$ cat config.mk
export PLATFORM = sky130hd
export DESIGN_NAME = nibble_serial_addsub_flat
export DESIGN_NICKNAME = d
export VERILOG_FILES = /design/src/rtl/nibble_serial_addsub_pkg.sv /design/src/rtl/nibble_serial_addsub_if.sv /design/src/rtl/nibble_serial_addsub_cla_nibble.sv /design/src/rtl/nibble_serial_addsub.sv /design/src/flat_wrapper.sv
export SDC_FILE = /design/constraint.sdc
export NUM_CORES = 1
export LEC_CHECK = 0
export CAP_MARGIN = 20
export CELL_PAD_IN_SITES_DETAIL_PLACEMENT = 1
export CELL_PAD_IN_SITES_GLOBAL_PLACEMENT = 1
export CORE_MARGIN = 2
export CORE_UTILIZATION = 25
export CTS_CLUSTER_DIAMETER = 150
export DETAILED_ROUTE_END_ITERATION = 8
export PLACE_DENSITY = 0.66
export SYNTH_ARGS = -nofsm -noshare
export SYNTH_HDL_FRONTEND = slang
export SYNTH_SLANG_ARGS = --single-unit
$ cat constraint.sdc
create_clock -name clk -period 2.56 [get_ports clk]
set_clock_uncertainty 0.2 [all_clocks]
set_input_delay 0.256 -clock clk [delete_from_list [all_inputs] [get_ports clk]]
set_output_delay 0.256 -clock clk [all_outputs]
set_load 0.02 [all_outputs]
$ cat src/rtl/nibble_serial_addsub_pkg.sv
`default_nettype none
// ============================================================================
// Module   : addsub_pkg
// Purpose  : Shared definitions for the nibble-serial add/subtract unit:
//            FSM state encoding, slice width and saturation helpers.
// Ports    : none (package)
// Options  : ADDSUB_SATURATE_EN (consumer of SAT_MAX / SAT_MIN)
// Revision : 1.0 - initial release
// ============================================================================
package addsub_pkg;

    // Width of the single carry-lookahead slice that is reused every pass.
    localparam int NIBBLE_W = 4;

    // Widest operand the saturation helpers can describe.
    localparam int MAX_WIDTH = 64;

    typedef enum logic [1:0] {
        IDLE = 2'd0,
        RUN  = 2'd1,
        DONE = 2'd2
    } state_t;

    // Largest positive two's-complement value of a width-bit word (0111..1),
    // returned right-aligned in a MAX_WIDTH container.
    function automatic logic [MAX_WIDTH-1:0] SAT_MAX(input int width);
        return (MAX_WIDTH'(1) << (width - 1)) - MAX_WIDTH'(1);
    endfunction

    // Most negative two's-complement value of a width-bit word (1000..0).
    function automatic logic [MAX_WIDTH-1:0] SAT_MIN(input int width);
        return MAX_WIDTH'(1) << (width - 1);
    endfunction

endpackage : addsub_pkg
`default_nettype wire

$ cat src/rtl/nibble_serial_addsub_if.sv
`default_nettype none
// ============================================================================
// Module   : nibble_serial_addsub_if
// Purpose  : Operand / result handshake bundle of the nibble-serial
//            add/subtract unit.
// Signals  : in_valid/in_ready + a, b, sub      (operand side)
//            out_valid/out_ready + sum, cout, overflow (result side)
// Modports : master - operand producer / result consumer
//            slave  - the arithmetic unit
// Revision : 1.0 - initial release
// ============================================================================
interface nibble_serial_addsub_if #(
    parameter int WIDTH = 8
);
    logic             in_valid;
    logic             in_ready;
    logic [WIDTH-1:0] a;
    logic [WIDTH-1:0] b;
    logic             sub;
    logic             out_valid;
    logic             out_ready;
    logic [WIDTH-1:0] sum;
    logic             cout;
    logic             overflow;

    modport master (
        output in_valid, a, b, sub, out_ready,
        input  in_ready, out_valid, sum, cout, overflow
    );

    modport slave (
        input  in_valid, a, b, sub, out_ready,
        output in_ready, out_valid, sum, cout, overflow
    );
endinterface : nibble_serial_addsub_if
`default_nettype wire

$ cat src/rtl/nibble_serial_addsub_cla_nibble.sv
`default_nettype none
// ============================================================================
// Module   : cla_nibble
// Purpose  : Combinational 4-bit generate/propagate carry-lookahead adder.
// Ports    : a, b  [3:0] in  - addends
//            cin         in  - carry in
//            sum   [3:0] out - a + b + cin (low 4 bits)
//            cout        out - carry out of bit 3
//            c3          out - carry into bit 3 (for signed overflow)
// Revision : 1.0 - initial release
// ============================================================================
module cla_nibble
    import addsub_pkg::*;
(
    input  wire logic [NIBBLE_W-1:0] a,
    input  wire logic [NIBBLE_W-1:0] b,
    input  wire logic                cin,
    output logic      [NIBBLE_W-1:0] sum,
    output logic                     cout,
    output logic                     c3
);
    logic [NIBBLE_W-1:0] g;
    logic [NIBBLE_W-1:0] p;
    logic [NIBBLE_W:0]   c;

    assign g = a & b;
    assign p = a ^ b;

    // Every carry is expanded directly from cin so no ripple path exists.
    assign c[0] = cin;
    assign c[1] = g[0] | (p[0] & cin);
    assign c[2] = g[1] | (p[1] & g[0]) | (p[1] & p[0] & cin);
    assign c[3] = g[2] | (p[2] & g[1]) | (p[2] & p[1] & g[0])
                | (p[2] & p[1] & p[0] & cin);
    assign c[4] = g[3] | (p[3] & g[2]) | (p[3] & p[2] & g[1])
                | (p[3] & p[2] & p[1] & g[0])
                | (p[3] & p[2] & p[1] & p[0] & cin);

    assign sum  = p ^ c[NIBBLE_W-1:0];
    assign cout = c[4];
    assign c3   = c[3];

endmodule : cla_nibble
`default_nettype wire

$ cat src/rtl/nibble_serial_addsub.sv
`default_nettype none
// ============================================================================
// Module   : nibble_serial_addsub
// Purpose  : Multi-cycle signed/unsigned add/subtract of WIDTH-bit operands
//            using one 4-bit carry-lookahead slice, LSB nibble first.
//            Result appears WIDTH/4 cycles after operand acceptance.
// Ports    : clk  in  - rising-edge clock
//            rst  in  - asynchronous active-high reset
//            bus  slave modport of nibble_serial_addsub_if:
//                 in_valid/in_ready, a, b, sub     (operands)
//                 out_valid/out_ready, sum, cout, overflow (result)
// Params   : WIDTH - operand width, multiple of 4 and at least 4
// Options  : ADDSUB_SATURATE_EN - clamp an overflowed result to the signed
//            max/min; otherwise the result wraps modulo 2^WIDTH.
// Revision : 1.0 - initial release
// ============================================================================
module nibble_serial_addsub
    import addsub_pkg::*;
#(
    parameter int WIDTH = 8
) (
    input  wire logic             clk,
    input  wire logic             rst,
    nibble_serial_addsub_if.slave bus
);
    localparam int NIB   = WIDTH / NIBBLE_W;
    localparam int IDX_W = (NIB > 1) ? $clog2(NIB) : 1;
    localparam logic [IDX_W-1:0] LAST_IDX = IDX_W'(NIB - 1);

`ifdef ADDSUB_SATURATE_EN
    localparam logic [WIDTH-1:0] SAT_MAX_VAL = WIDTH'(SAT_MAX(WIDTH));
    localparam logic [WIDTH-1:0] SAT_MIN_VAL = WIDTH'(SAT_MIN(WIDTH));
`endif

    // ------------------------------------------------------------------
    // State and datapath registers
    // ------------------------------------------------------------------
    state_t             state;
    state_t             state_next;
    logic [WIDTH-1:0]   a_lat;
    logic [WIDTH-1:0]   b_lat;      // already inverted when subtracting
    logic               carry;
    logic [IDX_W-1:0]   idx;
    logic [WIDTH-1:0]   sum_q;
    logic               cout_q;
    logic               overflow_q;

    logic               in_ready_c;
    logic               out_valid_c;

    // ------------------------------------------------------------------
    // Nibble mux feeding the single adder slice
    // ------------------------------------------------------------------
    logic [NIBBLE_W-1:0] a_nibs [NIB];
    logic [NIBBLE_W-1:0] b_nibs [NIB];
    logic [NIBBLE_W-1:0] slice_a;
    logic [NIBBLE_W-1:0] slice_b;
    logic [NIBBLE_W-1:0] slice_sum;
    logic                slice_cout;
    logic                slice_c3;
    logic                slice_ovf;

    for (genvar n = 0; n < NIB; n++) begin : g_split
        assign a_nibs[n] = a_lat[n*NIBBLE_W +: NIBBLE_W];
        assign b_nibs[n] = b_lat[n*NIBBLE_W +: NIBBLE_W];
    end

    assign slice_a = a_nibs[idx];
    assign slice_b = b_nibs[idx];

    cla_nibble u_cla (
        .a    (slice_a),
        .b    (slice_b),
        .cin  (carry),
        .sum  (slice_sum),
        .cout (slice_cout),
        .c3   (slice_c3)
    );

    // Only meaningful on the MSB pass: carry into the sign bit differs
    // from carry out of it.
    assign slice_ovf = slice_c3 ^ slice_cout;

    // ------------------------------------------------------------------
    // FSM: state register
    // ------------------------------------------------------------------
    always_ff @(posedge clk or posedge rst) begin
        if (rst) begin
            state <= IDLE;
        end else begin
            state <= state_next;
        end
    end

    // ------------------------------------------------------------------
    // FSM: next state and handshake outputs
    // ------------------------------------------------------------------
    always_comb begin
        state_next  = state;
        in_ready_c  = 1'b0;
        out_valid_c = 1'b0;
        unique case (state)
            IDLE: begin
                in_ready_c = 1'b1;
                if (bus.in_valid) begin
                    state_next = RUN;
                end
            end
            RUN: begin
                if (idx == LAST_IDX) begin
                    state_next = DONE;
                end
            end
            DONE: begin
                out_valid_c = 1'b1;
                // No acceptance in this cycle: the unit returns to IDLE
                // first, which bounds throughput at NIB+2 cycles.
                if (bus.out_ready) begin
                    state_next = IDLE;
                end
            end
            default: begin
                state_next = IDLE;
            end
        endcase
    end

    // ------------------------------------------------------------------
    // Datapath
    // ------------------------------------------------------------------
    always_ff @(posedge clk or posedge rst) begin
        if (rst) begin
            a_lat      <= '0;
            b_lat      <= '0;
            carry      <= 1'b0;
            idx        <= '0;
            sum_q      <= '0;
            cout_q     <= 1'b0;
            overflow_q <= 1'b0;
        end else begin
            unique case (state)
                IDLE: begin
                    if (bus.in_valid) begin
                        // Subtraction is A + ~B + 1: invert B once here and
                        // seed the carry with the +1.
                        a_lat <= bus.a;
                        b_lat <= bus.b ^ {WIDTH{bus.sub}};
                        carry <= bus.sub;
                        idx   <= '0;
                    end
                end
                RUN: begin
                    for (int n = 0; n < NIB; n++) begin
                        if (idx == IDX_W'(n)) begin
                            sum_q[n*NIBBLE_W +: NIBBLE_W] <= slice_sum;
                        end
                    end
                    carry <= slice_cout;
                    if (idx == LAST_IDX) begin
                        idx        <= '0;
                        cout_q     <= slice_cout;
                        overflow_q <= slice_ovf;
`ifdef ADDSUB_SATURATE_EN
                        // Overflow is only possible when both effective
                        // operands share A's sign, so A's sign tells the
                        // direction of the true result. Overrides the
                        // nibble write above.
                        if (slice_ovf) begin
                            sum_q <= a_lat[WIDTH-1] ? SAT_MIN_VAL : SAT_MAX_VAL;
                        end
`endif
                    end else begin
                        idx <= idx + IDX_W'(1);
                    end
                end
                default: begin
                    // DONE: result held until the consumer takes it.
                end
            endcase
        end
    end

    assign bus.in_ready  = in_ready_c;
    assign bus.out_valid = out_valid_c;
    assign bus.sum       = sum_q;
    assign bus.cout      = cout_q;
    assign bus.overflow  = overflow_q;

endmodule : nibble_serial_addsub
`default_nettype wire

$ cat src/flat_wrapper.sv
// flat-port wrapper written by rule: the top's interface ports become plain ports
module nibble_serial_addsub_flat import addsub_pkg::*;
#(
    parameter int WIDTH = 8
)
  (clk, rst, bus_in_valid, bus_a, bus_b, bus_sub, bus_out_ready, bus_in_ready, bus_out_valid, bus_sum, bus_cout, bus_overflow);
  nibble_serial_addsub_if #(.WIDTH(WIDTH)) bus_i ();
  input  wire logic clk;
  input  wire logic rst;
  input wire logic [$bits(bus_i.in_valid)-1:0] bus_in_valid;
  input wire logic [$bits(bus_i.a)-1:0] bus_a;
  input wire logic [$bits(bus_i.b)-1:0] bus_b;
  input wire logic [$bits(bus_i.sub)-1:0] bus_sub;
  input wire logic [$bits(bus_i.out_ready)-1:0] bus_out_ready;
  output wire logic [$bits(bus_i.in_ready)-1:0] bus_in_ready;
  output wire logic [$bits(bus_i.out_valid)-1:0] bus_out_valid;
  output wire logic [$bits(bus_i.sum)-1:0] bus_sum;
  output wire logic [$bits(bus_i.cout)-1:0] bus_cout;
  output wire logic [$bits(bus_i.overflow)-1:0] bus_overflow;
  assign bus_i.in_valid = bus_in_valid;
  assign bus_i.a = bus_a;
  assign bus_i.b = bus_b;
  assign bus_i.sub = bus_sub;
  assign bus_i.out_ready = bus_out_ready;
  assign bus_in_ready = bus_i.in_ready;
  assign bus_out_valid = bus_i.out_valid;
  assign bus_sum = bus_i.sum;
  assign bus_cout = bus_i.cout;
  assign bus_overflow = bus_i.overflow;
  nibble_serial_addsub #(.WIDTH(WIDTH)) u_core (.clk(clk), .rst(rst), .bus(bus_i));
endmodule
==> qor.yml <==
status: "completed"
die_area_sq_mm: 0.00659
track_usage: 0.0980
start_util: 0.255
synth_warnings: 0
synth_cells: 136
fin_crit_sh: 0.907
ys_seq_area_frac: 0.504
cts.htree.levels: 2
drt_wl_total_microns: 2980
use_met2: 0.156
rsz0062_at_grt: "false"
final_cell_mix: "clkdlybuf4s50_1 (32), dfrtp_1 (29), o21ai_0 (12), a21oi_1 (12)"
rr_endpoint: "u_core.bus.sum[7]"
layout_commonest_cell: "clkdlybuf4s50_1"
grt_pass1_wl_microns: 4780
p_switching_mw: 1.08
use_met3: 0.0300
crit_buf_inv: 1
portBuffers: 32
async_flop_share: 1.00
synthDistinctLibCells: 28
dr.pass1.iters: 3
design.core.area_sq_mm: 0.00585
end_kind: "flip-flop"
synth_ff_type: "dfrtp_1"
critical_path_depth: 7
vias: 1052
tightest_slew_ns: 0.379
worstSetupPathType: "flip-flop to flip-flop"
fmax_mhz: 431
cts_made_buffers: 5
hpwl_microns: 2330
synth_area_sq_mm: 0.00149
gp_congestion: 0.657
pin_count: 33
drt-vias-per-instance: 4.26
diodes: 0
grt_antenna_before_repair: 0
clkPwrFrac: 0.140
fin_cells: 247
startpoint: "u_core.idx"
max_stage_delay_ns: 0.47
worst_ep_required_time_ns: 2.50
cts_buffer_depth: 2
final_cell_area_sq_mm: 0.00197
finalSetupViolCount: 0
p_leak_nw: 0.838
drtAntennaViolNets: 0
clk_latency_ns: 0.28
cap_violations: 0
final.min_clock_period_ns: 2.32
syn_nets: 162
r2r-start: "u_core.idx"
combPwrFrac: 0.535
worst-r2r-cell-count: 7
critical_path_peak_fanout: 8
grt-busiest-layer: "met2"
num_rows: 28
cts_hold_buf: 0
tritoncts: "yes"
area_growth_syn_to_layout_pct: 32.3
drt_iter0_drc: 33
path_cells: "mux2i_1, inv_1, ha_1, a211o_1, a21oi_2, xor2_1, o21ai_0"
die_y_microns: 81.2
final_nets: 197
ir_drop_v: 0.000372
tns_ns: 0
slowest_stage: "dfrtp_2"
p_seq_frac: 0.325
slew_violations: 0
grt_pass1_vias: 1030
fillerInstances: 661
cts_root_buf: "clkbuf_8"
p_sw_frac: 0.395
synth_edf_count: 0
die_w_microns: 81.2
r2r_slack_ns: 0.24
wl_per_cell_microns: 12.0
cp-endpoint: "u_core.bus.sum[7]"
clk_pin_slew_worst_paths_ns: 0.06
drc_errors: 0
slew_headroom: 0.748
syn_avg_cell_area_sq_um: 11.0
grt_overflow_total: 0
worst_setup_path_start_kind: "flip-flop"
placed_cell_area_sq_mm: 0.00188
crit_family: "compound AO/OA/AOI/OAI gates"
pwr_density_cell_mw_per_mm2: 1390
min_path_type: "input pin to async pin"
arrival_ns: 2.27
grt_max_degree: 31
cts.sinks: 30
synth_seq_cells: 30
dp_cells: 239
intPower_mw: 1.66
drive_gt1_frac: 0.169
grt_use_met1: 0.121
finalHoldViolations: 0
## Yosys cell counts (all sizes together) (2+ instances only)
cell type / number / share of area
a21oi: 13 / 0.046
buf: 7 / 0.034
dfrtp: 30 / 0.50
ha: 4 / 0.034
inv: 8 / 0.020
mux2: 14 / 0.11
mux2i: 2 / 0.013
nand2: 11 / 0.028
nand2b: 3 / 0.013
nor2: 11 / 0.029
o21ai: 12 / 0.040
xnor2: 8 / 0.047
xor2: 3 / 0.018
## cell families after synthesis
group,share of synthesized area
and+or+nand+nor,0.0949
adders and majority gates,0.0470
muxes,0.127
xor gates and xnor gates,0.0647
AOI/OAI and AO/OA,0.108
buffers and inverters,0.0546
DFF,0.504
## area by class of cell
type / count / area (sq um) / share of cell area
sequential: 30 / 752 / 0.381
inverter: 8 / 30.0 / 0.0152
timing repair buffer: 35 / 343 / 0.174
multi-input combinational: 91 / 662 / 0.336
clock inverter: 1 / 5.00 / 0.00254
clock buffer: 7 / 86.3 / 0.0438
tap: 75 / 93.8 / 0.0476
## worst register-to-register path: cells and delay by family (launching register included)
family                   cells  cell delay, ns
XOR/XNOR                     1            0.19
flip-flops                   1            0.47
buffers and inverters        1            0.09
adder cells (fa/ha/maj)      1            0.28
multiplexers                 1            0.30
AO/OA/AOI/OAI                3            0.66
## through the flow
step / utilization / power (mW) / hold WS, ns / setup WS [ns]
6_report: 0.337 / 2.74 / 0.154 / 0.237
5_1_grt: 0.337 / 2.98 / 0.230 / 0.0924
4_1_cts: 0.336 / 2.78 / 0.164 / 0.0887
3_5_place_dp: 0.321 / 2.38 / 0.273 / 0.103
3_3_place_gp: 0.321 / 2.32 / 0.267 / 0.254
2_1_floorplan: - / 1.93 / 0.147 / 0.334
## power groups by stage
stage          clock network, mW  registers (mW)  logic (mW)
6_report                   0.383           0.890        1.46
3_3_place_gp                   0           0.891        1.43
2_1_floorplan                  0           0.924        1.01
4_1_cts                    0.399           0.889        1.49
3_5_place_dp                   0           0.897        1.49
5_1_grt                    0.418           0.922        1.64
## sequential cells by signal, summed over array words and instances, names as in the netlist
| name | flops |
|---|---|
| u_core.state | 2 |
| u_core.a_lat | 8 |
| u_core.bus.overflow | 1 |
| u_core.bus.cout | 1 |
| u_core.carry | 1 |
| u_core.b_lat | 8 |
| u_core.idx | 1 |
| u_core.bus.sum | 8 |
## repair_timing
| item | 4_1_cts | 5_1_grt |
|---|---|---|
| buffers inserted | 0 | 0 |
| gates resized for setup | 0 | 2 |
| endpoints found under the setup margin | 0 | 2 |
## worst min-delay path by stage
stage | slack (ns) | start | endpoint | cells after the start
after detailed placement | 0.27 | u_core.bus.sum[3] | u_core.bus.sum[3] | 2
after global routing | 0.23 | rst | u_core.a_lat[3] | 3
final | 0.15 | rst | u_core.idx | 3
after global placement | 0.27 | u_core.bus.sum[0] | u_core.bus.sum[0] | 2
after floorplan | 0.15 | rst | u_core.a_lat[0] | 1
after CTS | 0.16 | rst | u_core.idx | 3
## per-layer routing
| layer | vias up | part of all wire |
|---|---|---|
| li1 | 524 | - |
| met1 | 498 | 0.46 |
| met2 | 25 | 0.48 |
| met3 | 5 | 0.050 |
| met4 | 0 | 0.014 |
| met5 | - | 0 |
Note: power is estimated with default switching activity, not from simulation.
==> RTL change, RTL diff (same flow settings) <==
The option `ADDSUB_SATURATE_EN` is turned on by a define.
--- a/src/rtl/nibble_serial_addsub.sv
+++ b/src/rtl/nibble_serial_addsub.sv
@@ -16,2 +16,4 @@
 // ============================================================================
+`define ADDSUB_SATURATE_EN
+
 module nibble_serial_addsub
Formal check against the unedited RTL: not equivalent (Yosys sat finds a counterexample within 4 cycles, from zero or initial values and one cycle with rst high).
==> RTL change against the original RTL <==
Cell count rose by 15%; die area up 14%; highest routed layer unchanged; fmax decreased by 5.1%; critical path type unchanged; core utilization up 1.4 points; wire length rose by 34%; worst hold slack improved by 0.0042 ns; design area is 20% higher; synthesized area grew 15%; sequential cell count stayed put; worst setup slack worse by 0.13 ns.
Power is not shown: default switching activity piles up to over one toggle a cycle in this logic, so the estimate is an artifact.
==> RTL change: results (changes against the original RTL) <==
Post-synth net total -> 182 (+12%)
Initial antenna violation count -> 0 (unchanged)
Commonest cells in the netlist -> dfrtp_1 (30), mux2_2 (14), nand2_1 (14), nor2_1 (13), a21oi_1 (9)
First-pass GRT wire length -> 6900 µm (+44%)
Post-detailed-routing wire length -> 3980 µm (+34%)
Nets -> 229 (+16%)
FILL cells -> 768 (+16%)
Vias in the first global route -> 1342 (+30%)
CTS Root Cell -> clkbuf_8
H-tree Lvls -> 2 (unchanged)
Via density -> 4.63 (+8.8%)
Final HPWL DP -> 2980 µm (+28%)
Inserted Clock Buffers -> 5 (unchanged)
Final antenna diode count -> 0 (unchanged)
Ys Warns -> 0 (unchanged)
Hold Crit Class -> input pin to async pin
Sequential share of the synthesized area -> 0.438 (-0.0661)
Delay of the slowest critical-path stage -> 0.39 ns (-0.08 ns)
Share of layout cells above drive strength 1 -> 0.275 (+0.106)
Initial DRC count -> 38 (+15%)
Status -> finished, final reports clean
DP Worst Slack -> -0.00286 ns (-0.106 ns)
CP max stage cell -> dfrtp_1
Number of port buffers -> 32 (unchanged)
Largest net degree at the start of global routing -> 31 (unchanged)
Critical path fanouts, max -> 11 (+3)
Slew @ Worst Pin -> 0.496 ns (+0.117 ns)
Clock Path Buffers -> 2 (unchanged)
CTS clock-pin slew for the worst setup and hold paths -> 0.07 ns
Synth unique cells -> 46 (+64%)
Asr flop ratio synth -> 1.00 (unchanged)
Clk Latency, worst-skew pair -> 0.28 ns (about the same)
DR pass1 iterations -> 4 (+1)
Overall Global Routing Usage -> 0.119 (+0.0213)
CP arrival -> 2.43 ns (+0.16 ns)
RD Place Congestion -> 0.770 (+17%)
Ranking of synthesized cells by area -> dfrtp_1 (44%), mux2_2 (9.2%), xnor2_1 (4.1%)
-- RTL change: cell count changes in the layout (fill, tap and decap cells not counted), sizes merged, moves of 3 or more --
cell / before / now
buf: 3 / 15
nand2: 11 / 14
o2111ai: 0 / 3
o211ai: 0 / 3
o21ai: 12 / 4
-- RTL change: metrics by stage --
stage	instance area (µm²)	hold slack (ns)	utilization	instances	TNS, ns
floorplan	1720	0.147	-	156	0
global placement	2200	0.266	0.328	273	0
detailed placement	2200	0.270	0.328	273	-0.00567
CTS	2320	0.165	0.345	282	0
global route	2360	0.193	0.351	284	-0.0304
finish	2360	0.158	0.351	284	0
-- RTL change: cell families after synthesis --
| family | count (synthesis) | share of synthesized area |
|---|---|---|
| xor+xnor | 9 | 0.0460 |
| compound gates | 37 | 0.198 |
| fa+ha+maj | 5 | 0.0408 |
| simple gates | 45 | 0.130 |
| mux | 17 | 0.112 |
| buf+inv | 13 | 0.0357 |
| flops | 30 | 0.438 |
-- RTL change: critical path: cells and delay by family, from the launching register on --
family          cells  cell delay [ns]
fa+ha+maj           1             0.32
buf+inv             2             0.22
flops               1             0.39
compound gates      4             0.98
mux                 1             0.23
-- RTL change: cell type report --
cell class | count | area share
Timing Repair Buffer | 47 | 0.194
Sequential cell | 30 | 0.318
Multi-Input combinational cell | 113 | 0.397
Clock inverter | 1 | 0.00212
Inverter | 6 | 0.00954
Clock buffer | 7 | 0.0366
Tap cell | 80 | 0.0424
-- RTL change: final timing paths --
check                                     start                   to  slack (ns)  cells past startpoint
worst max-delay path                 u_core.idx    u_core.bus.sum[5]        0.11                      8
worst min-delay path                        rst  u_core.bus.overflow        0.16                      3
worst max register to register       u_core.idx    u_core.bus.sum[5]        0.11                      8
worst min register to register  u_core.bus.cout      u_core.bus.cout        0.28                      2
max in group asynchronous                   rst      u_core.a_lat[3]        1.71                      3
min in group clk                u_core.bus.cout      u_core.bus.cout        0.28                      2
-- RTL change: what timing repair did --
action / in CTS / in global routing
resized for setup: 0 / 5
gates cloned: 0 / 0
pin swaps: 1 / 3
setup endpoints to repair: 4 / 11
buffers inserted: 1 / 2
-- RTL change: routing by layer --
metal	vias up	routed length [µm]	global-route usage
met2	28	1830	0.182
met1	636	1960	0.162
met4	0	53	0.0426
met3	6	141	0.0314
li1	646	-	-
met5	-	0	0
